$ cat src/rtl/cpuregs_wb_unit_pkg.sv
// Shared types and helpers for the register-file writeback stage.
// Load size encodings, FSM state type, and the load data extractor.
// Pure combinational helpers; no state lives here.
package cpuregs_pkg;

  localparam logic [1:0] LD_BYTE = 2'd0;
  localparam logic [1:0] LD_HALF = 2'd1;
  localparam logic [1:0] LD_WORD = 2'd2;

  typedef enum logic {
    IDLE     = 1'b0,
    WAIT_MEM = 1'b1
  } wb_state_t;

  // Size 3 is reserved and behaves as a word access.
  function automatic logic is_misaligned(input logic [1:0] size, input logic [1:0] addr_lo);
    case (size)
      LD_BYTE: return 1'b0;
      LD_HALF: return addr_lo[0];
      default: return (addr_lo != 2'd0);
    endcase
  endfunction

  // Pick the addressed byte/half out of a little-endian word and extend it.
  function automatic logic [31:0] load_extract(input logic [31:0] rdata, input logic [1:0] size,
                                               input logic sgn, input logic [1:0] addr_lo);
    logic [7:0]  b;
    logic [15:0] h;
    case (addr_lo)
      2'd0:    b = rdata[7:0];
      2'd1:    b = rdata[15:8];
      2'd2:    b = rdata[23:16];
      default: b = rdata[31:24];
    endcase
    h = addr_lo[1] ? rdata[31:16] : rdata[15:0];
    case (size)
      LD_BYTE: return {{24{sgn & b[7]}}, b};
      LD_HALF: return {{16{sgn & h[15]}}, h};
      default: return rdata;
    endcase
  endfunction

endpackage

$ cat src/rtl/cpuregs_wb_unit_if.sv
// Bundle of ALU, load/memory and register-file write signals for the writeback stage.
// No logic; carries combinational and registered signals unchanged.
// Backpressure is alu_wr_ready only; loads are tracked by ld_busy.
interface cpuregs_wb_unit_if #(
  parameter int REGINDEX_BITS = 5
);
  logic                     trap;
  logic                     alu_wr_valid;
  logic                     alu_wr_ready;
  logic [REGINDEX_BITS-1:0] alu_wr_rd;
  logic [31:0]              alu_wr_data;
  logic                     ld_start;
  logic [REGINDEX_BITS-1:0] ld_rd;
  logic [1:0]               ld_size;
  logic                     ld_signed;
  logic [1:0]               ld_addr_lo;
  logic                     ld_busy;
  logic                     mem_ready;
  logic [31:0]              mem_rdata;
  logic                     ld_misalign;
  logic                     ld_protocol_err;
  logic                     cpuregs_write;
  logic [31:0]              cpuregs_wrdata;
  logic [REGINDEX_BITS-1:0] latched_rd;

  modport master (
    output trap, alu_wr_valid, alu_wr_rd, alu_wr_data,
    output ld_start, ld_rd, ld_size, ld_signed, ld_addr_lo, mem_ready, mem_rdata,
    input  alu_wr_ready, ld_busy, ld_misalign, ld_protocol_err,
    input  cpuregs_write, cpuregs_wrdata, latched_rd
  );

  modport slave (
    input  trap, alu_wr_valid, alu_wr_rd, alu_wr_data,
    input  ld_start, ld_rd, ld_size, ld_signed, ld_addr_lo, mem_ready, mem_rdata,
    output alu_wr_ready, ld_busy, ld_misalign, ld_protocol_err,
    output cpuregs_write, cpuregs_wrdata, latched_rd
  );
endinterface

$ cat src/rtl/cpuregs_wb_unit_skid.sv
// One-entry skid buffer for ALU results that lose the write port to a load.
// Holds an entry for at least one cycle; drains on the first cycle hold is low.
// in_rdy = !full, so an occupied entry can never be overwritten.
module cpuregs_wb_skid #(
  parameter int REGINDEX_BITS = 5
) (
  input  logic                     clk,
  input  logic                     reset,
  input  logic                     in_vld,
  output logic                     in_rdy,
  input  logic [REGINDEX_BITS-1:0] in_rd,
  input  logic [31:0]              in_dat,
  input  logic                     hold,
  output logic                     out_vld,
  output logic [REGINDEX_BITS-1:0] out_rd,
  output logic [31:0]              out_dat
);
  logic full;

  assign in_rdy  = !full;
  assign out_vld = full;

  // Capture only when the write port is taken; release once it is free.
  always_ff @(posedge clk or posedge reset) begin
    if (reset) begin
      full    <= 1'b0;
      out_rd  <= '0;
      out_dat <= '0;
    end else if (full) begin
      if (!hold) full <= 1'b0;
    end else if (in_vld && hold) begin
      full    <= 1'b1;
      out_rd  <= in_rd;
      out_dat <= in_dat;
    end
  end
endmodule

$ cat src/rtl/cpuregs_wb_unit.sv
// Writeback merge of ALU results and load completions into the register-file write port.
// Latency: load/ALU event in cycle N writes in N+1; ALU delayed by a load writes in N+2.
// Backpressure: alu_wr_ready drops only while the skid entry is occupied.
module cpuregs_wb_unit #(
  parameter int REGINDEX_BITS  = 5,
  parameter bit CATCH_MISALIGN = 1'b1
) (
  input logic              clk,
  input logic              reset,
  cpuregs_wb_unit_if.slave bus
);
  import cpuregs_pkg::*;

  wb_state_t                state;
  logic [REGINDEX_BITS-1:0] ld_rd_q;
  logic [1:0]               ld_size_q;
  logic [1:0]               ld_addr_q;
  logic                     ld_signed_q;
  logic                     misalign_q;
  logic                     proto_err_q;

  logic                     ld_done;
  logic                     alu_fire;
  logic                     skid_vld;
  logic [REGINDEX_BITS-1:0] skid_rd;
  logic [31:0]              skid_dat;

  logic                     wb_vld;
  logic [REGINDEX_BITS-1:0] wb_rd;
  logic [31:0]              wb_dat;

  // trap wins over a same-cycle mem_ready: the load is dropped.
  assign ld_done  = (state == WAIT_MEM) && bus.mem_ready && !bus.trap;
  assign alu_fire = bus.alu_wr_valid && bus.alu_wr_ready;

  assign bus.ld_busy         = (state == WAIT_MEM);
  assign bus.ld_misalign     = misalign_q;
  assign bus.ld_protocol_err = proto_err_q;

  cpuregs_wb_skid #(.REGINDEX_BITS(REGINDEX_BITS)) u_skid (
    .clk     (clk),
    .reset   (reset),
    .in_vld  (bus.alu_wr_valid),
    .in_rdy  (bus.alu_wr_ready),
    .in_rd   (bus.alu_wr_rd),
    .in_dat  (bus.alu_wr_data),
    .hold    (ld_done),
    .out_vld (skid_vld),
    .out_rd  (skid_rd),
    .out_dat (skid_dat)
  );

  // Select this cycle's write source: load > skid entry > live ALU handshake.
  always_comb begin
    wb_vld = 1'b0;
    wb_rd  = '0;
    wb_dat = '0;
    if (ld_done) begin
      wb_vld = 1'b1;
      wb_rd  = ld_rd_q;
      wb_dat = load_extract(bus.mem_rdata, ld_size_q, ld_signed_q, ld_addr_q);
    end else if (skid_vld) begin
      wb_vld = 1'b1;
      wb_rd  = skid_rd;
      wb_dat = skid_dat;
    end else if (alu_fire) begin
      wb_vld = 1'b1;
      wb_rd  = bus.alu_wr_rd;
      wb_dat = bus.alu_wr_data;
    end
  end

  // Register the write port; x0 writes are consumed but never strobed, data/index hold.
  always_ff @(posedge clk or posedge reset) begin
    if (reset) begin
      bus.cpuregs_write  <= 1'b0;
      bus.cpuregs_wrdata <= '0;
      bus.latched_rd     <= '0;
    end else begin
      bus.cpuregs_write <= wb_vld && (wb_rd != '0);
      if (wb_vld && (wb_rd != '0)) begin
        bus.cpuregs_wrdata <= wb_dat;
        bus.latched_rd     <= wb_rd;
      end
    end
  end

  // Outstanding-load tracker with registered error pulses.
  always_ff @(posedge clk or posedge reset) begin
    if (reset) begin
      state       <= IDLE;
      ld_rd_q     <= '0;
      ld_size_q   <= LD_BYTE;
      ld_addr_q   <= 2'd0;
      ld_signed_q <= 1'b0;
      misalign_q  <= 1'b0;
      proto_err_q <= 1'b0;
    end else begin
      misalign_q  <= 1'b0;
      proto_err_q <= 1'b0;
      case (state)
        IDLE: begin
          if (bus.ld_start) begin
            if (CATCH_MISALIGN && is_misaligned(bus.ld_size, bus.ld_addr_lo)) begin
              misalign_q <= 1'b1;
            end else begin
              state       <= WAIT_MEM;
              ld_rd_q     <= bus.ld_rd;
              ld_size_q   <= bus.ld_size;
              ld_addr_q   <= bus.ld_addr_lo;
              ld_signed_q <= bus.ld_signed;
            end
          end
        end
        default: begin
          if (bus.ld_start) proto_err_q <= 1'b1;
          if (bus.trap || bus.mem_ready) state <= IDLE;
        end
      endcase
    end
  end
endmodule

$ cat src/flat_wrapper.sv
// flat-port wrapper written by rule: the top's interface ports become plain ports
module cpuregs_wb_unit_flat import cpuregs_pkg::*;
#(
  parameter int REGINDEX_BITS  = 5,
  parameter bit CATCH_MISALIGN = 1'b1
)
  (clk, reset, bus_trap, bus_alu_wr_valid, bus_alu_wr_rd, bus_alu_wr_data, bus_ld_start, bus_ld_rd, bus_ld_size, bus_ld_signed, bus_ld_addr_lo, bus_mem_ready, bus_mem_rdata, bus_alu_wr_ready, bus_ld_busy, bus_ld_misalign, bus_ld_protocol_err, bus_cpuregs_write, bus_cpuregs_wrdata, bus_latched_rd);
  cpuregs_wb_unit_if #(.REGINDEX_BITS(REGINDEX_BITS)) bus_i ();
  input logic clk;
  input logic reset;
  input wire logic [$bits(bus_i.trap)-1:0] bus_trap;
  input wire logic [$bits(bus_i.alu_wr_valid)-1:0] bus_alu_wr_valid;
  input wire logic [$bits(bus_i.alu_wr_rd)-1:0] bus_alu_wr_rd;
  input wire logic [$bits(bus_i.alu_wr_data)-1:0] bus_alu_wr_data;
  input wire logic [$bits(bus_i.ld_start)-1:0] bus_ld_start;
  input wire logic [$bits(bus_i.ld_rd)-1:0] bus_ld_rd;
  input wire logic [$bits(bus_i.ld_size)-1:0] bus_ld_size;
  input wire logic [$bits(bus_i.ld_signed)-1:0] bus_ld_signed;
  input wire logic [$bits(bus_i.ld_addr_lo)-1:0] bus_ld_addr_lo;
  input wire logic [$bits(bus_i.mem_ready)-1:0] bus_mem_ready;
  input wire logic [$bits(bus_i.mem_rdata)-1:0] bus_mem_rdata;
  output wire logic [$bits(bus_i.alu_wr_ready)-1:0] bus_alu_wr_ready;
  output wire logic [$bits(bus_i.ld_busy)-1:0] bus_ld_busy;
  output wire logic [$bits(bus_i.ld_misalign)-1:0] bus_ld_misalign;
  output wire logic [$bits(bus_i.ld_protocol_err)-1:0] bus_ld_protocol_err;
  output wire logic [$bits(bus_i.cpuregs_write)-1:0] bus_cpuregs_write;
  output wire logic [$bits(bus_i.cpuregs_wrdata)-1:0] bus_cpuregs_wrdata;
  output wire logic [$bits(bus_i.latched_rd)-1:0] bus_latched_rd;
  assign bus_i.trap = bus_trap;
  assign bus_i.alu_wr_valid = bus_alu_wr_valid;
  assign bus_i.alu_wr_rd = bus_alu_wr_rd;
  assign bus_i.alu_wr_data = bus_alu_wr_data;
  assign bus_i.ld_start = bus_ld_start;
  assign bus_i.ld_rd = bus_ld_rd;
  assign bus_i.ld_size = bus_ld_size;
  assign bus_i.ld_signed = bus_ld_signed;
  assign bus_i.ld_addr_lo = bus_ld_addr_lo;
  assign bus_i.mem_ready = bus_mem_ready;
  assign bus_i.mem_rdata = bus_mem_rdata;
  assign bus_alu_wr_ready = bus_i.alu_wr_ready;
  assign bus_ld_busy = bus_i.ld_busy;
  assign bus_ld_misalign = bus_i.ld_misalign;
  assign bus_ld_protocol_err = bus_i.ld_protocol_err;
  assign bus_cpuregs_write = bus_i.cpuregs_write;
  assign bus_cpuregs_wrdata = bus_i.cpuregs_wrdata;
  assign bus_latched_rd = bus_i.latched_rd;
  cpuregs_wb_unit #(.REGINDEX_BITS(REGINDEX_BITS), .CATCH_MISALIGN(CATCH_MISALIGN)) u_core (.clk(clk), .reset(reset), .bus(bus_i));
endmodule
$ cat config.mk
export PLATFORM = sky130hd
export DESIGN_NAME = cpuregs_wb_unit_flat
export DESIGN_NICKNAME = d
export VERILOG_FILES = /design/src/rtl/cpuregs_wb_unit_pkg.sv /design/src/rtl/cpuregs_wb_unit_if.sv /design/src/rtl/cpuregs_wb_unit_skid.sv /design/src/rtl/cpuregs_wb_unit.sv /design/src/flat_wrapper.sv
export SDC_FILE = /design/constraint.sdc
export NUM_CORES = 1
export LEC_CHECK = 0
export BUFFER_PORTS_ARGS = -buffer_cell sky130_fd_sc_hd__buf_2
export CAP_MARGIN = 5
export CORE_ASPECT_RATIO = 0.6
export CORE_MARGIN = 1
export CORE_UTILIZATION = 57
export DETAILED_ROUTE_END_ITERATION = 10
export GPL_ROUTABILITY_DRIVEN = 1
export PLACE_DENSITY = 0.89
export SETUP_SLACK_MARGIN = 0.02
export SYNTH_ARGS = -nofsm -noshare
export SYNTH_HDL_FRONTEND = slang
export SYNTH_SLANG_ARGS = --single-unit
$ cat constraint.sdc
create_clock -name clk -period 8.9 [get_ports clk]
set_input_delay 1.78 -clock clk [delete_from_list [all_inputs] [get_ports clk]]
set_output_delay 1.78 -clock clk [all_outputs]
set_load 0.05 [all_outputs]
==> results of run 1 <==
-- cell type report --
class / instances / share of cell area, %
Inverter: 4 / 0.294
Clock buffer: 14 / 4.95
Multi-Input combinational cell: 297 / 39.3
Tap cell: 108 / 2.44
Clock inverter: 2 / 0.632
Sequential cell: 89 / 40.2
Timing Repair Buffer: 132 / 12.2
-- how the worst min path moves through the flow --
| stage | endpoint | cells after the start |
|---|---|---|
| floorplan | u_core.u_skid.out_dat[24] | 1 |
| global placement | u_core.bus.cpuregs_wrdata[7] | 2 |
| detailed placement | u_core.bus.cpuregs_wrdata[24] | 2 |
| CTS | u_core.bus.cpuregs_wrdata[24] | 2 |
| global route | u_core.bus.cpuregs_wrdata[24] | 2 |
| finish | u_core.bus.cpuregs_wrdata[18] | 2 |
-- registers in the layout, indices dropped and copies added, names as in the netlist --
| name | count |
|---|---|
| u_core.bus.cpuregs_wrdata | 32 |
| u_core.bus.cpuregs_write | 1 |
| u_core.bus.latched_rd | 5 |
| u_core.bus.ld_busy | 1 |
| u_core.bus.ld_misalign | 1 |
| u_core.bus.ld_protocol_err | 1 |
| u_core.ld_addr_q | 2 |
| u_core.ld_rd_q | 5 |
| u_core.ld_signed_q | 1 |
| u_core.ld_size_q | 2 |
| u_core.u_skid.out_dat | 32 |
| u_core.u_skid.out_rd | 5 |
| u_core.u_skid.out_vld | 1 |
-- cell usage in the layout (no fill, tap or decap), types with 5 or more instances in the layout --
cell,instances
o21ai_2,10
a221oi_1,15
buf_2,126
mux2i_1,8
nand2_1,42
a2bb2oi_1,7
buf_4,6
a21oi_1,29
a221o_1,5
clkbuf_16,9
a311oi_1,16
mux2_2,48
dfrtp_1,89
a211oi_1,7
nand3_1,8
nand2b_1,10
nor2_1,19
o21ai_0,5
o21ai_1,14
o221ai_1,7
a22oi_1,17
-- power by group --
| group | switching [mW] | internal, mW |
|---|---|---|
| Sequential | 0.0761 | 0.494 |
| Combinational | 0.222 | 0.135 |
| Clock | 0.151 | 0.240 |
| Total | 0.449 | 0.869 |
-- worst max-delay path, stage by stage --
cell and delay (ps):
buf_2 110, and3b_2 870, nand2_1 710, buf_4 450, mux2_2 310
-- cells by family after synthesis --
family          Yosys count  share of synthesized area [%]
compound gates          142                           23.3
simple gates             99                           10.3
flops                    89                           48.2
mux                      56                           13.4
buf+inv                  39                           4.74
-- stage by stage --
stage	worst slack (ps)	power [mW]	cell area, um2
final	4860	1.32	5540
after global routing	4730	1.38	5540
after CTS	4890	1.32	5540
after detailed placement	4530	0.927	5230
after global placement	4650	0.907	5230
after floorplan	4810	0.828	4620
-- routing by layer --
metal / routed length, um / vias to the layer above / global-route usage (%)
met3: 1250 / 20 / 8.76
met1: 5580 / 1970 / 44.1
li1: - / 1822 / -
met5: 0 / - / 0
met4: 172 / 0 / 8.69
met2: 5440 / 231 / 45.4
==> flow_metrics.tcl, run 1 <==
set metrics [dict create \
    drive_gt1_share_pct 39.8 \
    dp.cells 630 \
    crit_arrival_ps 4270 \
    setup_viol 0 \
    clock_path_buffers 2 \
    worst_pin_slew_ps 1220 \
    grt_pass1_vias 3775 \
    synth_top_area_share_pct 48.2 \
    antenna_found_initial 0 \
    endpoint_kind "flop" \
    p_leak_nw 2.57 \
    port-buffer-count 126 \
    crit_type "in -> reg" \
    ys_types 43 \
    reg2reg_from "u_core.bus.ld_busy" \
    ys.flop_type "dfrtp_1" \
    seq_area_frac_synth_pct 48.2 \
    yosysTopAreaCell "dfrtp_1" \
    syn_inst 425 \
    regArea_um2 2230 \
    async_reset_ff_share_pct 100 \
    crit_fanout 55 \
    synth_seq_cells 89 \
    syn2layout_area_growth_pct 19.9 \
    drtIter0Drc 497 \
    die_y_um 71.7 \
    fin_tns_setup_ps 0 \
    clkTransAtPathRegs_ps 60 \
    finalHoldViolations 0 \
    power_density_nw_per_um2 238 \
    fillers 585 \
    synth_warnings 0 \
    clock.fmax_ghz 0.247 \
    dieArea_um2 8480 \
    crit_path_end "u_core.u_skid.out_rd[3]" \
    wl_per_cell_um 19.3 \
    placementRows 25 \
    r2r_end "u_core.u_skid.out_rd[3]" \
    via_per_inst 6.26 \
    period_needed_ps 4040 \
    post-cts-setup-buffer-count 0 \
    synth_most_common_cell "dfrtp_1" \
    utilization_pct 70.6 \
    nNetsFinal 618 \
    vdd_drop_max_mv 0.129 \
    grt_pass1_wl_um 19700 \
    cts_tree "built" \
    final_cells 646 \
    grt_overflow 0 \
    grt_max_degree 90 \
    drtAntennaViolNets 0 \
    rsz0062_at_grt "false" \
    hp-start "u_core.bus.cpuregs_wrdata[18]" \
    initial_core_util_pct 58.8 \
    fin_hold_ws_ps 472 \
    r2r_cells 4 \
    worstSetupStartpointType "input port" \
    fin_worst_skew_ps 6.16 \
    max-slew-margin-rel_pct 18.8 \
    synth_edf_count 0 \
    die_w_um 118 \
    remaining_drc_errors 0 \
    cts_root_buf "clkbuf_16" \
    drv_cap 0 \
    status "finished, final reports clean" \
    num_vias 4043 \
    cts_sinks 89 \
    io_pins 127 \
    ys_top_cells_by_count "89 x dfrtp_1, 48 x mux2_2, 42 x nand2_1" \
    r2r_setup_slack_ps 6010 \
    syn_area_um2 4620 \
    cts_buffers 9 \
    gr-usage-all-layers_pct 30.6 \
    ctsHtreeMaxLevel 3 \
    period_share_pct 45.4 \
    multi_input_area_um2 2180 \
    fp.coreArea_um2 7850 \
    hp-class "reg -> reg" \
    cts_resized 0 \
    diodes 0 \
    firstDrtPassIters 5 \
    crit_start "bus_trap" \
    synthesis.nets 510 \
    synth.area.top_cells "dfrtp_1 48%, mux2_2 12%, nand2_1 3.4%, a21oi_1 3.1%, a311oi_1 3.0%" \
    place.detailed.hpwl_um 8790 \
    clk_latency_ps 350 \
    synth_area_per_cell_um2 10.9 \
    place_congestion 0.837 \
    critical_path_required_ps 9120 \
    postCtsHoldBufs 0 \
    final-max-slew-violation-count 0 \
    drt_wl_total_um 12500 \
]
Power figures use the tool's default switching activity.
==> inputs of run 2 (changes only) <==
Settings changed: CORE_UTILIZATION 57 to 48, PLACE_DENSITY 0.89 to 0.8.
Clock period 8.9 ns to 3.5 ns, I/O delays scaled along.
==> run 2 against run 1 <==
Worst hold slack gained 8.9 ps. Setup slack lost 3900 ps. Count of clock-buffer cells in the layout shrank 2. Global-route usage shrank 4.4 points. Critical endpoint is now bus_alu_wr_ready.
==> flow_metrics.tcl, run 2 (synthesis results as in run 1) <==
set metrics [dict create \
    status "finished, final reports clean" \
    fillers 774 \
    cts_root_buf "clkbuf_16" \
    critical_path_required_ps 2800 \
    cts_buffers 9 \
    nNetsFinal 623 \
    finalHoldViolations 0 \
    post-cts-setup-buffer-count 0 \
    grt_pass1_vias 3688 \
    place_congestion 0.836 \
    final_common_cell "buf_2" \
    gr-usage-all-layers_pct 26.3 \
    die_w_um 129 \
    clock_path_buffers 2 \
    p_leak_nw 2.59 \
    remaining_drc_errors 0 \
    clkPwrFrac_pct 30.4 \
    power_density_nw_per_um2 603 \
    postCtsHoldBufs 0 \
    fin_tns_setup_ps 0 \
    clock.fmax_ghz 0.398 \
    fp.coreArea_um2 9260 \
    pwr-share-seq_pct 42.1 \
    drive_gt1_share_pct 40.1 \
    final-max-slew-violation-count 0 \
    crit_type "reg -> out" \
    via_per_inst 6.02 \
    crit_fanout 17 \
    fin_worst_skew_ps 5.59 \
    syn2layout_area_growth_pct 21.7 \
    cts_sinks 89 \
    grt_use_met1_pct 40.0 \
    grt_pass1_wl_um 19700 \
    drv_cap 0 \
    final_cell_area_um2 5620 \
    diodes 0 \
    drtIter0Drc 362 \
    period_needed_ps 2510 \
    place.detailed.hpwl_um 9490 \
    die_y_um 78.0 \
    initial_core_util_pct 49.9 \
    clk_latency_ps 340 \
    worst_pin_slew_ps 959 \
    dieArea_um2 10000 \
    p_int_mw 2.24 \
    antenna_found_initial 0 \
    ctsHtreeMaxLevel 3 \
    grt_max_degree 58 \
    grt_util_met3_pct 6.00 \
    cts_resized 0 \
    crit_arrival_ps 1810 \
    hp-class "reg -> reg" \
    clkTransAtPathRegs_ps 60 \
    num_vias 4053 \
    worstSetupStartpointType "flop" \
    p_sw_mw 1.16 \
    setup_viol 0 \
    max-slew-margin-rel_pct 36.0 \
    rsz0062_at_grt "false" \
    period_share_pct 71.7 \
    vdd_drop_max_mv 0.294 \
    place_area_um2 5310 \
    power.share.switching_pct 34.1 \
    p_comb_share_pct 27.5 \
    firstDrtPassIters 5 \
    grt_use_met2_pct 37.4 \
    port-buffer-count 126 \
    io_pins 127 \
    cts_tree "built" \
    wl_per_cell_um 19.1 \
    grt_overflow 0 \
    final_cell_mix "126 x buf_2, 89 x dfrtp_1, 48 x mux2_2" \
    drtAntennaViolNets 0 \
    drt_wl_total_um 12900 \
    endpoint_kind "output pin" \
    regArea_um2 2230 \
    grt_busiest_layer "met1" \
    top_regs "u_core.bus.cpuregs_wrdata x32, u_core.u_skid.out_dat x32" \
    placementRows 27 \
    multi_input_area_um2 2180 \
]
run 2: cell types whose count changed in the layout (fill, tap and decap cells not counted):
cell and delta:
clkinvlp_4 +1, clkbuf_8 -3, clkinv_2 -1, inv_6 +1
buf_4 +4, buf_12 +1, bufinv_16 +1, clkbuf_1 +1
run 2: metrics by stage:
step                std cells  hold WS, ps  util [%]  power [mW]  worst slack, ps
global placement          657          459      57.4        2.33             1030
CTS                       673          481      60.7        3.40             1040
global route              673          489      60.7        3.53              931
floorplan                 425          479         -        2.11              493
detailed placement        657          466      57.4        2.37              928
finish                    673          481      60.7        3.39              990
run 2: worst max-delay path: stages (launching register included):
cell and delay [ps]:
dfrtp_1 730, inv_1 410, buf_2 330
run 2: final timing paths:
| check | from | end | slack [ps] | cells after the start |
|---|---|---|---|---|
| max | u_core.u_skid.out_vld | bus_alu_wr_ready | 990 | 2 |
| min | u_core.bus.cpuregs_wrdata[24] | u_core.bus.cpuregs_wrdata[24] | 480 | 2 |
| max reg2reg | u_core.ld_addr_q[1] | u_core.bus.cpuregs_wrdata[24] | 1090 | 5 |
| min reg2reg | u_core.bus.cpuregs_wrdata[24] | u_core.bus.cpuregs_wrdata[24] | 480 | 2 |
| max in group asynchronous | reset | u_core.bus.cpuregs_wrdata[29] | 2170 | 3 |
| min in group asynchronous | reset | u_core.bus.cpuregs_wrdata[23] | 530 | 2 |
run 2: metal layers:
| metal | part of all wire [%] | vias to the layer above |
|---|---|---|
| li1 | - | 1835 |
| met1 | 46 | 1975 |
| met2 | 44 | 234 |
| met3 | 9.7 | 9 |
| met4 | 0.63 | 0 |
| met5 | 0 | - |
run 2: layout make-up:
type                       count  share of cell area, %
clock buffer                  12                   4.21
clock inverter                 4                   1.36
inverter                       4                  0.289
multi-input combinational    297                   38.7
sequential                    89                   39.6
tap                          130                   2.89
timing repair buffer         137                   12.9
run 2: power groups by stage:
| stage | Sequential, mW | Clock (mW) | Combinational, mW |
|---|---|---|---|
| 2_1_floorplan | 1.60 | 0 | 0.503 |
| 3_3_place_gp | 1.43 | 0 | 0.903 |
| 3_5_place_dp | 1.44 | 0 | 0.932 |
| 4_1_cts | 1.42 | 1.05 | 0.933 |
| 5_1_grt | 1.45 | 1.09 | 0.995 |
| 6_report | 1.43 | 1.03 | 0.934 |
